==> config.mk <==
export PLATFORM = sky130hd
export DESIGN_NAME = int_calc_mc
export DESIGN_NICKNAME = d
export VERILOG_FILES = /design/src/rtl/int_calc_pkg.sv /design/src/rtl/int_calc_mc_seq_mul.sv /design/src/rtl/int_calc_mc.sv
export SDC_FILE = /design/constraint.sdc
export NUM_CORES = 2
export LEC_CHECK = 0
export CAP_MARGIN = 20
export CELL_PAD_IN_SITES_DETAIL_PLACEMENT = 2
export CELL_PAD_IN_SITES_GLOBAL_PLACEMENT = 2
export CORE_MARGIN = 1
export CORE_UTILIZATION = 37
export DETAILED_ROUTE_END_ITERATION = 8
export PLACE_DENSITY = 0.84
export SLEW_MARGIN = 5
export SYNTH_ARGS = -nofsm -noshare
export SYNTH_HDL_FRONTEND = slang
export SYNTH_SLANG_ARGS = --single-unit
==> constraint.sdc <==
create_clock -name clk -period 15.79 [get_ports clk]
set_input_delay 1.579 -clock clk [delete_from_list [all_inputs] [get_ports clk]]
set_output_delay 1.579 -clock clk [all_outputs]
set_load 0.005 [all_outputs]
==> src/rtl/int_calc_pkg.sv <==
// Shared definitions for the multi-cycle integer calculator: operation codes,
// FSM state encoding and the default datapath width.
package int_calc_pkg;

  localparam int DEFAULT_WIDTH = 64;

  localparam logic [2:0] OP_ADD = 3'b000;
  localparam logic [2:0] OP_SUB = 3'b001;
  localparam logic [2:0] OP_MUL = 3'b010;
  localparam logic [2:0] OP_DIV = 3'b011;
  localparam logic [2:0] OP_MOD = 3'b100;
  localparam logic [2:0] OP_POW = 3'b101;

  typedef enum logic [2:0] {
    ST_IDLE,
    ST_MUL,
    ST_DIV,
    ST_POW_MUL,
    ST_POW_SQR,
    ST_FIN
  } state_t;

endpackage

==> src/rtl/int_calc_mc_seq_mul.sv <==
// Iterative shift-add multiplier, WIDTH-bit truncated product. The first
// partial product is folded into the load edge so valid is sampled WIDTH edges after load.
module seq_mul
  import int_calc_pkg::*;
#(
  parameter int WIDTH = DEFAULT_WIDTH
) (
  input  logic             clk,
  input  logic             rst,
  input  logic             load,
  input  logic [WIDTH-1:0] a,
  input  logic [WIDTH-1:0] b,
  output logic             busy,
  output logic             valid,
  output logic [WIDTH-1:0] product
);

  localparam int CW = $clog2(WIDTH);

  logic [WIDTH-1:0] mcand;
  logic [WIDTH-1:0] mplier;
  logic [CW-1:0]    cnt;

  // NOTE: only the handshake flags are reset; the operand and product
  // registers are always written by load before anyone looks at them.
  always_ff @(posedge clk) begin
    if (rst) begin
      busy  <= 1'b0;
      valid <= 1'b0;
    end else begin
      valid <= 1'b0;
      if (load) begin
        product <= b[0] ? a : '0;
        mcand   <= a << 1;
        mplier  <= b >> 1;
        cnt     <= CW'(WIDTH - 2);
        busy    <= 1'b1;
      end else if (busy) begin
        if (mplier[0]) product <= product + mcand;
        mcand  <= mcand << 1;
        mplier <= mplier >> 1;
        cnt    <= cnt - 1'b1;
        if (cnt == '0) begin
          busy  <= 1'b0;
          valid <= 1'b1;
        end
      end
    end
  end

endmodule

==> src/rtl/int_calc_mc.sv <==
// Multi-cycle unsigned integer calculator: add/sub in one step, mul and pow on
// a shared sequential multiplier, div/mod on a restoring divider.
module int_calc_mc
  import int_calc_pkg::*;
#(
  parameter int WIDTH = DEFAULT_WIDTH
) (
  input  logic             clk,
  input  logic             rst,
  input  logic             start,
  input  logic [2:0]       operation,
  input  logic [WIDTH-1:0] opa,
  input  logic [WIDTH-1:0] opb,
  output logic             ready,
  output logic             done,
  output logic [WIDTH-1:0] out,
  output logic             dbz,
  output logic             err
);

  localparam int               CW  = $clog2(WIDTH);
  localparam logic [WIDTH-1:0] ONE = {{(WIDTH-1){1'b0}}, 1'b1};

  state_t           state;
  logic [2:0]       op_q;
  logic [WIDTH-1:0] a_q, b_q;
  logic [WIDTH-1:0] rem_q, quo_q;
  logic [WIDTH-1:0] acc_q, base_q, exp_q;
  logic [CW-1:0]    cnt_q;

  logic             accept;
  logic             exp_more;
  logic             mul_req, mul_load, mul_busy, mul_valid;
  logic [WIDTH-1:0] mul_a, mul_b, mul_p;
  logic [WIDTH:0]   rem_shift, rem_diff;
  logic [WIDTH-1:0] rem_next, quo_next;

  assign accept   = start && ready;
  // Exponent bits above the one being processed: decides whether a square follows.
  assign exp_more = |exp_q[WIDTH-1:1];
  assign mul_load = mul_req && !mul_busy;

  // One restoring-division step; borrow out of the extra bit means "does not fit".
  always_comb begin
    rem_shift = {rem_q, quo_q[WIDTH-1]};
    rem_diff  = rem_shift - {1'b0, b_q};
    if (!rem_diff[WIDTH]) begin
      rem_next = rem_diff[WIDTH-1:0];
      quo_next = {quo_q[WIDTH-2:0], 1'b1};
    end else begin
      rem_next = rem_shift[WIDTH-1:0];
      quo_next = {quo_q[WIDTH-2:0], 1'b0};
    end
  end

  // Multiplier operands are muxed so the next pow step loads on the same edge
  // the previous product completes, using the fresh product directly.
  always_comb begin
    mul_req = 1'b0;
    mul_a   = '0;
    mul_b   = '0;
    case (state)
      ST_IDLE: begin
        if (accept && operation == OP_MUL) begin
          mul_req = 1'b1;
          mul_a   = opa;
          mul_b   = opb;
        end else if (accept && operation == OP_POW && opb != '0) begin
          mul_req = 1'b1;
          mul_a   = opb[0] ? ONE : opa;
          mul_b   = opa;
        end
      end
      ST_POW_MUL: begin
        if (mul_valid && exp_more) begin
          mul_req = 1'b1;
          mul_a   = base_q;
          mul_b   = base_q;
        end
      end
      ST_POW_SQR: begin
        if (mul_valid) begin
          mul_req = 1'b1;
          mul_a   = exp_q[1] ? acc_q : mul_p;
          mul_b   = mul_p;
        end
      end
      default: ;
    endcase
  end

  seq_mul #(.WIDTH(WIDTH)) u_mul (
    .clk     (clk),
    .rst     (rst),
    .load    (mul_load),
    .a       (mul_a),
    .b       (mul_b),
    .busy    (mul_busy),
    .valid   (mul_valid),
    .product (mul_p)
  );

  always_ff @(posedge clk) begin
    if (rst) begin
      state <= ST_IDLE;
      ready <= 1'b1;
      done  <= 1'b0;
      out   <= '0;
      dbz   <= 1'b0;
      err   <= 1'b0;
    end else begin
      done <= 1'b0;
      case (state)
        ST_IDLE: begin
          if (accept) begin
            op_q   <= operation;
            a_q    <= opa;
            b_q    <= opb;
            dbz    <= 1'b0;
            err    <= 1'b0;
            ready  <= 1'b0;
            quo_q  <= opa;
            rem_q  <= '0;
            cnt_q  <= CW'(WIDTH - 1);
            acc_q  <= ONE;
            base_q <= opa;
            exp_q  <= opb;
            case (operation)
              OP_MUL:         state <= ST_MUL;
              OP_DIV, OP_MOD: state <= (opb == '0) ? ST_FIN : ST_DIV;
              OP_POW:         state <= (opb == '0) ? ST_FIN
                                     : (opb[0] ? ST_POW_MUL : ST_POW_SQR);
              default:        state <= ST_FIN;
            endcase
          end
        end
        ST_MUL: begin
          if (mul_valid) state <= ST_FIN;
        end
        ST_DIV: begin
          rem_q <= rem_next;
          quo_q <= quo_next;
          cnt_q <= cnt_q - 1'b1;
          if (cnt_q == '0) state <= ST_FIN;
        end
        ST_POW_MUL: begin
          if (mul_valid) begin
            acc_q <= mul_p;
            state <= exp_more ? ST_POW_SQR : ST_FIN;
          end
        end
        ST_POW_SQR: begin
          if (mul_valid) begin
            base_q <= mul_p;
            exp_q  <= exp_q >> 1;
            state  <= exp_q[1] ? ST_POW_MUL : ST_POW_SQR;
          end
        end
        ST_FIN: begin
          done  <= 1'b1;
          ready <= 1'b1;
          state <= ST_IDLE;
          case (op_q)
            OP_ADD: out <= a_q + b_q;
            OP_SUB: out <= a_q - b_q;
            OP_MUL: out <= mul_p;
            OP_DIV: begin
              out <= (b_q == '0) ? '1 : quo_q;
              dbz <= (b_q == '0);
            end
            OP_MOD: begin
              out <= (b_q == '0) ? a_q : rem_q;
              dbz <= (b_q == '0);
            end
            OP_POW: out <= acc_q;
            default: begin
              out <= '0;
              err <= 1'b1;
            end
          endcase
        end
        default: state <= ST_IDLE;
      endcase
    end
  end

endmodule

==> flow_summary.toml <==
[detailed_routing]
drc = 41
ant_nets = 0
num_vias = 44800
initialDrtViolationCount = 6834
wl_per_cell_um = 35.8
vias_per_cell = 6.86
dr.pass1.iters = 9
drt-total-wl_mm = 234

[setup_path]
cpMostUsedCell = "nor2_1"
critPathKind = "input port to register"
crit_fanout = 63
worstPathRequired_ps = 16210
critical_path_buf_inv_count = 2
critPathLaunchType = "input port"
endpoint = "u_mul.product[54]"
crit_arrival_ps = 7410
crit_cells = 12
r2r-end = "out[58]"
crit_family = "simple AND/OR/NAND/NOR gates"
end_kind = "register"
reg2reg_slack_ps = 9060
crit_start = "opb[35]"
worstReg2RegStart = "b_q[1]"
slowest_delay_ps = 990
r2r_cells = 18
cp_slowest_cell = "nor4_1"
critical_path.cell_chain = "clkdlybuf4s50_1 -> nor4_1 -> nand4_1 -> nor4_2 -> nor2_1 -> o21ai_1 -> nor2_1 -> a221oi_1 -> nand2b_2 -> buf_4 -> o21ai_0 -> a211o_1"

[clocking]
clk_path_buf_depth = 3
cts_root_buffer = "clkbuf_16"
cts_tree = "done"
cts_made_buffers = 84
post_cts_buffers = 0
cts_sinks = 725
clk_pin_slew_ps = 60
ctsHoldBuffers = 0
insertion_delay_ps = 710
cts-resized-gates = 0
cts_max_level = 3

[finish]
layout_common_cells = "edfxtp_1 (652), nand2_1 (514), a21oi_1 (467)"
area.growth.synth_to_final_pct = 13.3
nFillCells = 13100
seq_area_mm2 = 0.0210
final_util_pct = 42.2
drive_above_1_share_pct = 8.79
multiInputGateArea_mm2 = 0.0241
final_common_cell = "edfxtp_1"
nets = 5130
stdcell_count = 6532

[yosys]
synthArstFlopShare_pct = 0
synth.avg_cell_area_um2 = 9.80
ys.flop_type = "edfxtp_1"
yosys_warnings = 0
synth_edf_count = 652
synth_cell_type_count = 88
yosysSeqAreaShare_pct = 45.0
syn_inst = 4769
synth_area_mm2 = 0.0468
syn-num-nets = 5100
ys_ff_latch = 725

[timing]
drv_slew = 0
finClkSkew_ps = 40.9
tightest_slew_ps = 1350
final-hold-violation-count = 0
relSlewSlack_pct = 9.37
period_needed_ps = 6990
fmax_mhz = 143
tns_ps = 0
fin_crit_sh_pct = 44.3
rsz0062_at_grt = "false"
setup_ws_ps = 8800
final-setup-viol-count = 0

[power_and_ir_drop]
powerDensity_mw_per_mm2 = 146
p_sw_w = 0.00319
total_power_w = 0.00776
peakVddDrop_v = 0.0000922
swShare_pct = 41.1
pwr-share-seq_pct = 35.8
power_frac_comb_pct = 36.7
p_int_w = 0.00457
clock_power_share_pct = 27.5
cellLeakagePower_nw = 18.5

[die]
die_x_um = 357
ioPinCount = 202
die_h_um = 357
die_area_mm2 = 0.128
start_util_pct = 37.3
core_mm2 = 0.125
rows = 130

[grt]
grt_pass1_wl_mm = 323
grt_pass1_vias = 45700
grtUsageTotal_pct = 34.2
grt-ovfl-total = 0
antenna_found_initial = 16
grt_start_max_net_pins = 217

[hold_path]
hold_class = "register to register"

[place]
numPlacedInstances = 6362
io_buffer_count = 201
pre_cts_slack_ps = 8730
dp_hpwl_mm = 158
gp_congestion = 0.961

[status]
violations = "DRC"
outcome = "finished with violations"

[job]
drv_cap = 0
## cells in the mapped netlist, types with 9 or more instances
cell type | count | share of area, %
o21ai_1 | 23 | 0.25
nand2b_1 | 28 | 0.37
a21oi_1 | 470 | 5.0
or3_1 | 23 | 0.31
o31ai_1 | 18 | 0.29
xor2_1 | 67 | 1.3
a221oi_1 | 15 | 0.28
clkbuf_1 | 274 | 2.2
buf_2 | 19 | 0.20
a211oi_1 | 31 | 0.50
xnor2_1 | 146 | 2.7
nor3_1 | 69 | 0.74
buf_4 | 11 | 0.18
o21a_1 | 30 | 0.48
and3_1 | 29 | 0.39
a21o_1 | 113 | 1.8
nor2b_1 | 24 | 0.32
o211ai_1 | 74 | 1.2
o21ai_0 | 246 | 2.6
nand2_1 | 515 | 4.1
or4_1 | 19 | 0.31
o21bai_1 | 44 | 0.71
a41oi_1 | 9 | 0.17
nand3b_1 | 12 | 0.19
dfxtp_1 | 73 | 3.1
inv_1 | 138 | 1.1
and2_1 | 82 | 1.1
nor4_1 | 44 | 0.59
nand4_1 | 72 | 0.96
a22oi_1 | 78 | 1.3
o22ai_1 | 56 | 0.75
mux2i_1 | 70 | 1.5
a31oi_1 | 38 | 0.51
nand3_1 | 72 | 0.77
a222oi_1 | 127 | 2.7
a22o_1 | 73 | 1.4
nor2_1 | 339 | 2.7
edfxtp_1 | 652 | 42
ha_1 | 194 | 5.2
mux2_2 | 188 | 4.5
## worst min path at each step
| stage | to | start | depth (start not counted) |
|---|---|---|---|
| 6_report | out[21] | out[21] | 2 |
| 5_1_grt | out[28] | out[28] | 2 |
| 4_1_cts | out[21] | out[21] | 2 |
| 3_5_place_dp | out[21] | out[21] | 2 |
| 3_3_place_gp | out[8] | out[8] | 2 |
| 2_1_floorplan | out[17] | out[17] | 2 |
## registers in the layout (all words and copies together) (netlist names)
register and flops:
a_q 64, op_q 3, base_q 64, b_q 64, err 1, ready 1
u_mul.valid 1, dbz 1, acc_q 64, cnt_q 6, u_mul.mcand 63, u_mul.busy 1
rem_q 64, u_mul.mplier 63, done 1, u_mul.product 64, exp_q 63, quo_q 64
u_mul.cnt 6, out 64, state 3
## cells by family (layout without fill, tap and decap cells)
kind of cell             Yosys count  count (layout)  synth area share, %
adder cells (fa/ha/maj)          197             197                 5.32
flip-flops                       725             725                 45.0
XOR/XNOR                         213             213                 3.99
multiplexers                     258             258                 6.03
other                              0              14                    0
AND/OR/NAND/NOR                 1375            1375                 13.8
buffers and inverters            452             551                 3.82
AO/OA/AOI/OAI                   1549            1549                 22.0
## power by group through the flow
stage / combinational, W / sequential, W / clock, W
after detailed placement: 0.00267 / 0.00277 / 0
after global placement: 0.00254 / 0.00274 / 0
after global routing: 0.00299 / 0.00278 / 0.00217
final: 0.00285 / 0.00278 / 0.00213
after floorplan: 0.00179 / 0.00269 / 0
after CTS: 0.00275 / 0.00274 / 0.00208
## layout make-up
cell class                 count  area share [%]
antenna                       14          0.0661
clock buffer                 106            4.28
clock inverter                49           0.971
inverter                     138           0.978
multi-input combinational   3592            45.5
sequential                   725            39.7
tap                         1650            3.90
timing repair buffer         258            4.63
## worst reg2reg max path: stages, from the launching register on
cell and delay [ps]:
edfxtp_1 500, inv_1 150, ha_1 260, or4b_2 680
nor3_1 480, nand4_1 340, nor3_1 850, a31oi_1 210
xnor2_1 170, ha_1 390, nand2_1 110, o21ai_0 130
a2111o_1 410, o22ai_1 290, a31oi_1 300, a211oi_1 670
xnor2_1 210, o211ai_1 110, a221o_1 350
## metal layers
layer	routed length, um	vias to the layer above	global-route usage, %
li1	-	18300	-
met1	90700	22700	45.3
met2	104000	3074	53.1
met3	25500	700	7.10
met4	13200	22	16.8
met5	154	-	0
## per-stage QoR
step	area, um^2	hold WS (ps)
2_1_floorplan	46800	443
3_3_place_gp	50100	435
3_5_place_dp	50200	446
4_1_cts	52900	454
5_1_grt	53000	474
6_report	53000	448
(Power assumes the default switching activity.)
